**src/rtl/axi_aw_w_arbiter.sv**
```systemverilog
// Round-robin AW arbiter for one crossbar master port. A W-order FIFO of granted
// requester indices steers the W channel from the owning requester until WLAST.
module axi_aw_w_arbiter #(
  parameter int NB_SLAVE     = 4,
  parameter int AXI_ID_WIDTH = 10,
  parameter int AW_PAYLOAD_W = 64,
  parameter int W_PAYLOAD_W  = 37,
  parameter int W_FIFO_DEPTH = 4,
  localparam int IDX_W       = $clog2(NB_SLAVE),
  localparam int AXI_ID_OUT  = AXI_ID_WIDTH + IDX_W
) (
  input  logic                                     clk,
  input  logic                                     rst,
  input  logic [NB_SLAVE-1:0]                      aw_valid_i,
  output logic [NB_SLAVE-1:0]                      aw_ready_o,
  input  logic [NB_SLAVE-1:0][AXI_ID_WIDTH-1:0]    aw_id_i,
  input  logic [NB_SLAVE-1:0][AW_PAYLOAD_W-1:0]    aw_payload_i,
  output logic                                     aw_valid_o,
  input  logic                                     aw_ready_i,
  output logic [AXI_ID_OUT-1:0]                    aw_id_o,
  output logic [AW_PAYLOAD_W-1:0]                  aw_payload_o,
  input  logic [NB_SLAVE-1:0]                      w_valid_i,
  output logic [NB_SLAVE-1:0]                      w_ready_o,
  input  logic [NB_SLAVE-1:0][W_PAYLOAD_W-1:0]     w_payload_i,
  input  logic [NB_SLAVE-1:0]                      w_last_i,
  output logic                                     w_valid_o,
  input  logic                                     w_ready_i,
  output logic [W_PAYLOAD_W-1:0]                   w_payload_o,
  output logic                                     w_last_o
);

  localparam int PTR_W = (W_FIFO_DEPTH > 1) ? $clog2(W_FIFO_DEPTH) : 1;
  localparam int CNT_W = $clog2(W_FIFO_DEPTH + 1);

  typedef enum logic {IDLE, HOLD} state_t;

  state_t            state_q, state_d;
  logic [IDX_W-1:0]  rr_q, lock_q, rr_sel, aw_sel, head;
  logic              rr_found, aw_hs, w_pop, fifo_full, fifo_empty;
  logic [IDX_W-1:0]  fifo_mem [W_FIFO_DEPTH];
  logic [PTR_W-1:0]  wr_ptr_q, rd_ptr_q;
  logic [CNT_W-1:0]  count_q;

  function automatic logic [IDX_W-1:0] next_idx(input logic [IDX_W-1:0] i);
    return (i == IDX_W'(NB_SLAVE - 1)) ? '0 : i + 1'b1;
  endfunction

  function automatic logic [PTR_W-1:0] ptr_inc(input logic [PTR_W-1:0] p);
    return (p == PTR_W'(W_FIFO_DEPTH - 1)) ? '0 : p + 1'b1;
  endfunction

  assign fifo_full  = (count_q == CNT_W'(W_FIFO_DEPTH));
  assign fifo_empty = (count_q == '0);
  assign head       = fifo_mem[rd_ptr_q];

  // First valid requester at or after the round-robin pointer, wrapping.
  always_comb begin
    int j;
    logic [IDX_W-1:0] cand;
    rr_sel   = '0;
    rr_found = 1'b0;
    for (int i = 0; i < NB_SLAVE; i++) begin
      j    = (int'(rr_q) + i) % NB_SLAVE;
      cand = IDX_W'(j);
      if (!rr_found && aw_valid_i[cand]) begin
        rr_sel   = cand;
        rr_found = 1'b1;
      end
    end
  end

  always_comb begin
    state_d      = state_q;
    aw_sel       = rr_sel;
    aw_valid_o   = 1'b0;
    aw_ready_o   = '0;
    aw_id_o      = '0;
    aw_payload_o = '0;
    aw_hs        = 1'b0;
    if (!rst) begin
      case (state_q)
        IDLE: begin
          if (rr_found && !fifo_full) begin
            aw_valid_o = 1'b1;
            if (!aw_ready_i) state_d = HOLD;
          end
        end
        HOLD: begin
          // Keep presenting the locked requester until it is accepted.
          aw_sel     = lock_q;
          aw_valid_o = aw_valid_i[lock_q];
          if (aw_valid_o && aw_ready_i) state_d = IDLE;
        end
        default: state_d = IDLE;
      endcase
      if (aw_valid_o) begin
        aw_id_o            = {aw_sel, aw_id_i[aw_sel]};
        aw_payload_o       = aw_payload_i[aw_sel];
        aw_ready_o[aw_sel] = aw_ready_i;
        aw_hs              = aw_ready_i;
      end
    end
  end

  always_comb begin
    w_valid_o   = 1'b0;
    w_ready_o   = '0;
    w_payload_o = '0;
    w_last_o    = 1'b0;
    w_pop       = 1'b0;
    if (!rst && !fifo_empty) begin
      w_valid_o       = w_valid_i[head];
      w_payload_o     = w_payload_i[head];
      w_last_o        = w_last_i[head];
      w_ready_o[head] = w_ready_i;
      w_pop           = w_valid_o && w_ready_i && w_last_o;
    end
  end

  always_ff @(posedge clk or posedge rst) begin
    if (rst) begin
      state_q <= IDLE;
      rr_q    <= '0;
      lock_q  <= '0;
    end else begin
      state_q <= state_d;
      if (state_q == IDLE && state_d == HOLD) lock_q <= rr_sel;
      if (aw_hs) rr_q <= next_idx(aw_sel);
    end
  end

  // W-order FIFO control; entries are only read while count_q is non-zero.
  always_ff @(posedge clk or posedge rst) begin
    if (rst) begin
      wr_ptr_q <= '0;
      rd_ptr_q <= '0;
      count_q  <= '0;
    end else begin
      if (aw_hs) wr_ptr_q <= ptr_inc(wr_ptr_q);
      if (w_pop) rd_ptr_q <= ptr_inc(rd_ptr_q);
      case ({aw_hs, w_pop})
        2'b10:   count_q <= count_q + 1'b1;
        2'b01:   count_q <= count_q - 1'b1;
        default: count_q <= count_q;
      endcase
    end
  end

  always_ff @(posedge clk) begin
    if (aw_hs) fifo_mem[wr_ptr_q] <= aw_sel;
  end

endmodule

```
**config.mk**
```make
export PLATFORM = sky130hd
export DESIGN_NAME = axi_aw_w_arbiter
export DESIGN_NICKNAME = d
export VERILOG_FILES = /design/src/rtl/axi_aw_w_arbiter.sv
export SDC_FILE = /design/constraint.sdc
export NUM_CORES = 1
export LEC_CHECK = 0
export BUFFER_PORTS_ARGS = -buffer_cell sky130_fd_sc_hd__buf_2
export CAP_MARGIN = 25
export CORE_AREA = 2 2 229 231
export CTS_CLUSTER_DIAMETER = 30
export DETAILED_ROUTE_END_ITERATION = 12
export DIE_AREA = 0 0 231 233
export PLACE_DENSITY = 0.43
export SYNTH_ARGS = -nofsm -noshare
export SYNTH_HDL_FRONTEND = slang
export SYNTH_SLANG_ARGS = --single-unit
```
**constraint.sdc**
```tcl
create_clock -name clk -period 3.2 [get_ports clk]
set_input_delay 0.32 -clock clk [delete_from_list [all_inputs] [get_ports clk]]
set_output_delay 0.32 -clock clk [all_outputs]
set_load 0.005 [all_outputs]
```
==> metrics.md <==
| Metric | Value |
|---|---|
| Outcome | complete, no violations |
| Register-to-register setup slack | between 0.3 and 0.4 ns |
| Minimum clock period | between 3 and 4 ns |
| Storage cell area | roughly 550 um^2 |
| Layout cells sized above 1 | between 50% and 60% |
| FP Rows | slightly above 80 |
| Starting density of the core | between 10% and 20% |
| Total negative slack | 0 ns |
| Clk pwr share | around 4.8% |
| # setup viols final | 0 |
| Syn Inst Count | 740 |
| Most frequent cells in the layout | 583 x buf_2, 153 x nor3_1, 79 x o21ai_0 |
| Fin. max-slew vios | 0 |
| Final Skew | 0.00313 ns |
| Worst endpoint data arrival time | between 2 and 3 ns |
| Switching power total | roughly 3600 uW |
| Peak supply drop | around 0.00046 V |
| Met2 usage | 25.6% |
| First-pass GRT wire length | 51500 um |
| Clock tree from TritonCTS | yes |
| Multi-input logic area | between 5000 and 6000 um^2 |
| Total GRT Usage | between 10% and 20% |
| Root Buffer | clkbuf_16 |
| Area growth, synth to finish | 59.8% |
| First-pass iteration count of the detailed router | 4 |
| Global route total overflow | 0 |
| Max-slew headroom | ~44% |
| Worst-path maximum fanout | 38 |
| Vias in the first global route | 8507 |
| Max clock buf depth | 2 |
| RSZ-0062 raised after global routing | no |
| H-tree levels | 1 |
| Maxcap violations | 0 |
| Yosys warning total | 0 |
| Synth Flop Type | dfrtp_1 |
| Final worst slack | around 0.099 ns |
| Clock Latency Late Sink | between 0.2 and 0.3 ns |
| Pwr dens | slightly above 700 nW/um^2 |
| Sequential power share | roughly 6.7% |
| Die area | between 50000 and 60000 um^2 |
| Worst Hold Class | input pin to asynchronous set/reset pin |
| Max Freq | 0.322 GHz |
| Internal | between 3000 and 4000 uW |
| Core ar. | roughly 51000 um^2 |
| Syn nets | 1207 |
| Ports | roughly 600 |
| Pre-CTS setup slack | approximately 0.083 ns |
| CTS Buf Count | 3 |
| Post-synthesis average cell area | approximately 8.7 um^2 |
| DP Wirelength | roughly 30000 um |
| Remaining antenna violation count | 0 |
| DRC violations left | 0 |
| Most common cell after layout, fill and taps aside | buf_2 |
| Synth Cell Area | 6460 um^2 |
| Post-DR wirelength/cell | between 15 and 20 um |
| Fill cells | 5718 |
| Leak | 0.00463 uW |
| Async set-reset flop share out of synthesis | approximately three fifths |
| # nets final | between 1500 and 2000 |
| Critical Path RT | between 2 and 3 ns |
| R2R Path Start | lock_q[0] |
| Final period util | between 90% and 100% |
| Hold Fails Final Rpt | 0 |
| M3 GR Usage | between 1.5 and 2% |
| Kind of critical path | register to primary output |
| Vias/cell | 4.41 |
| Routing usage on met1 | 12.7% |
| Kind of start point of the critical path | register |
| Number of synthesized flops with an enable pin | 8 |
| Unique masters post-synth | 43 |
| GR peak layer | met2 |
| Total Wirelength | 36500 um |
| Initial antenna violation count | 2 |
| Setup crit end kind | primary output |
| Die width | 231 um |
| Cts hold-fix bufs | 0 |
| GPL Wtd Cong | 0.822 |
| Pin count of the biggest net entering global routing | 110 |
| R2R Path End | count_q[2] |
| Sw Ratio | roughly half |
| Clock Sinks | 20 |
| DR iter-0 viols | 374 |
| Post-synthesis sequential area ratio | 8.37% |
| Synth Register Bits | 20 |
| Die extent in y | 233 um |
| DR vias | between 8000 and 9000 |
| Port Buffers | 583 |
| Worst Reg-to-Reg Cells | 11 |
| Tightest Pin Transition | 0.843 ns |
| Clk slew on worst S/H paths | 0.06 ns |
| Logic pwr share | 88.6% |
metal layers:
metal / wire [um] / part of all wire (%) / vias to the layer above
met3: 2180 / 6.0 / 27
met4: 1290 / 3.5 / 2
met5: 17 / 0.047 / -
met2: 20300 / 56 / 391
li1: - / - / 4066
met1: 12700 / 35 / 4088
sequential cells by signal (all words and copies together) (netlist names):
name	flops
lock_q	2
fifo_mem	8
rr_q	2
wr_ptr_q	2
rd_ptr_q	2
state_q	1
count_q	3
cells by family after synthesis:
logic type,Yosys count,synth area share (%)
and+or+nand+nor,305,34.3
AOI/OAI and AO/OA,172,20.0
muxes,124,27.5
buffers and inverters,108,7.85
DFF,20,8.37
adders and majority gates,7,1.47
xor gates and xnor gates,4,0.543
repair_timing:
action / 4_1_cts / 5_1_grt
gates resized for setup: 2 / 2
pin swaps: 1 / 0
setup endpoints to repair: 71 / 16
cloned: 1 / 0
setup buffers: 2 / 2
critical path, cell delays in order, from the launching register on:
cell     delay, ns
dfrtp_1       0.47
inv_1         0.09
o21a_1        0.21
o22ai_1       0.36
o31a_1        0.50
nor2_4        0.15
buf_12        0.20
a221o_1       0.38
buf_2         0.13
worst max path at each step:
stage | to | startpoint | slack (ns) | cells after the start
after floorplan | count_q[2] | lock_q[0] | 0.50 | 13
after global placement | aw_payload_o[15] | aw_valid_i[2] | 0.15 | 8
after detailed placement | aw_payload_o[11] | aw_valid_i[2] | 0.08 | 8
after CTS | aw_payload_o[2] | rr_q[0] | 0.01 | 8
after global routing | aw_id_o[0] | rr_q[0] | 0.02 | 8
final | aw_payload_o[31] | rr_q[0] | 0.1 | 8
final cells by class:
class,instances,share of cell area [%]
clock inverter,1,0.291
clock buffer,3,0.727
timing repair buffer,617,32.0
tap,680,8.24
inverter,9,0.327
multi-input combinational,613,53.1
antenna,1,0.0242
sequential,20,5.32
power by group through the flow:
stage	clock network (uW)	logic (uW)	registers (uW)
after global routing	366	7050	506
after global placement	0	6410	488
after CTS	357	6540	485
after floorplan	0	4250	432
final	348	6460	485
after detailed placement	0	6430	488
stage by stage:
step           utilization (%)  cell area [um^2]  instances  power [uW]  hold slack [ns]
4_1_cts                   20.1             10300       1941        7380            0.157
3_5_place_dp              19.8             10100       1934        6920            0.429
5_1_grt                   20.2             10300       1944        7920            0.192
3_3_place_gp              19.8             10100       1934        6900            0.426
6_report                  20.2             10300       1944        7290            0.161
2_1_floorplan                -              6460        740        4690            0.209
cells in the mapped netlist (2+ instances only):
master    instances  area share [%]
nor4_1            2            0.19
o21ai_0          79             6.1
buf_4             5            0.58
buf_2            24             1.9
mux2i_1          77              12
clkbuf_1         58             3.4
nor3b_1           2            0.23
and2_1           41             4.0
mux2_2            5            0.87
edfxtp_1          8             3.7
dfrtp_1          12             4.7
buf_1             5            0.29
xor2_1            2            0.27
a21o_1            2            0.23
nor4b_2          60              14
mux4_2           42              15
a21oi_1           3            0.23
inv_1             9            0.52
a31oi_1           2            0.19
xnor2_1           2            0.27
o31a_1            2            0.27
buf_6             7             1.2
nor4b_1          14             1.9
a221o_1          74              11
nand3_1           2            0.16
nor2_1           12            0.70
nand2_1          13            0.76
and3_1            4            0.39
nor3_1          153              12
ha_1              6             1.2
Note: power is estimated with default switching activity, not from simulation.
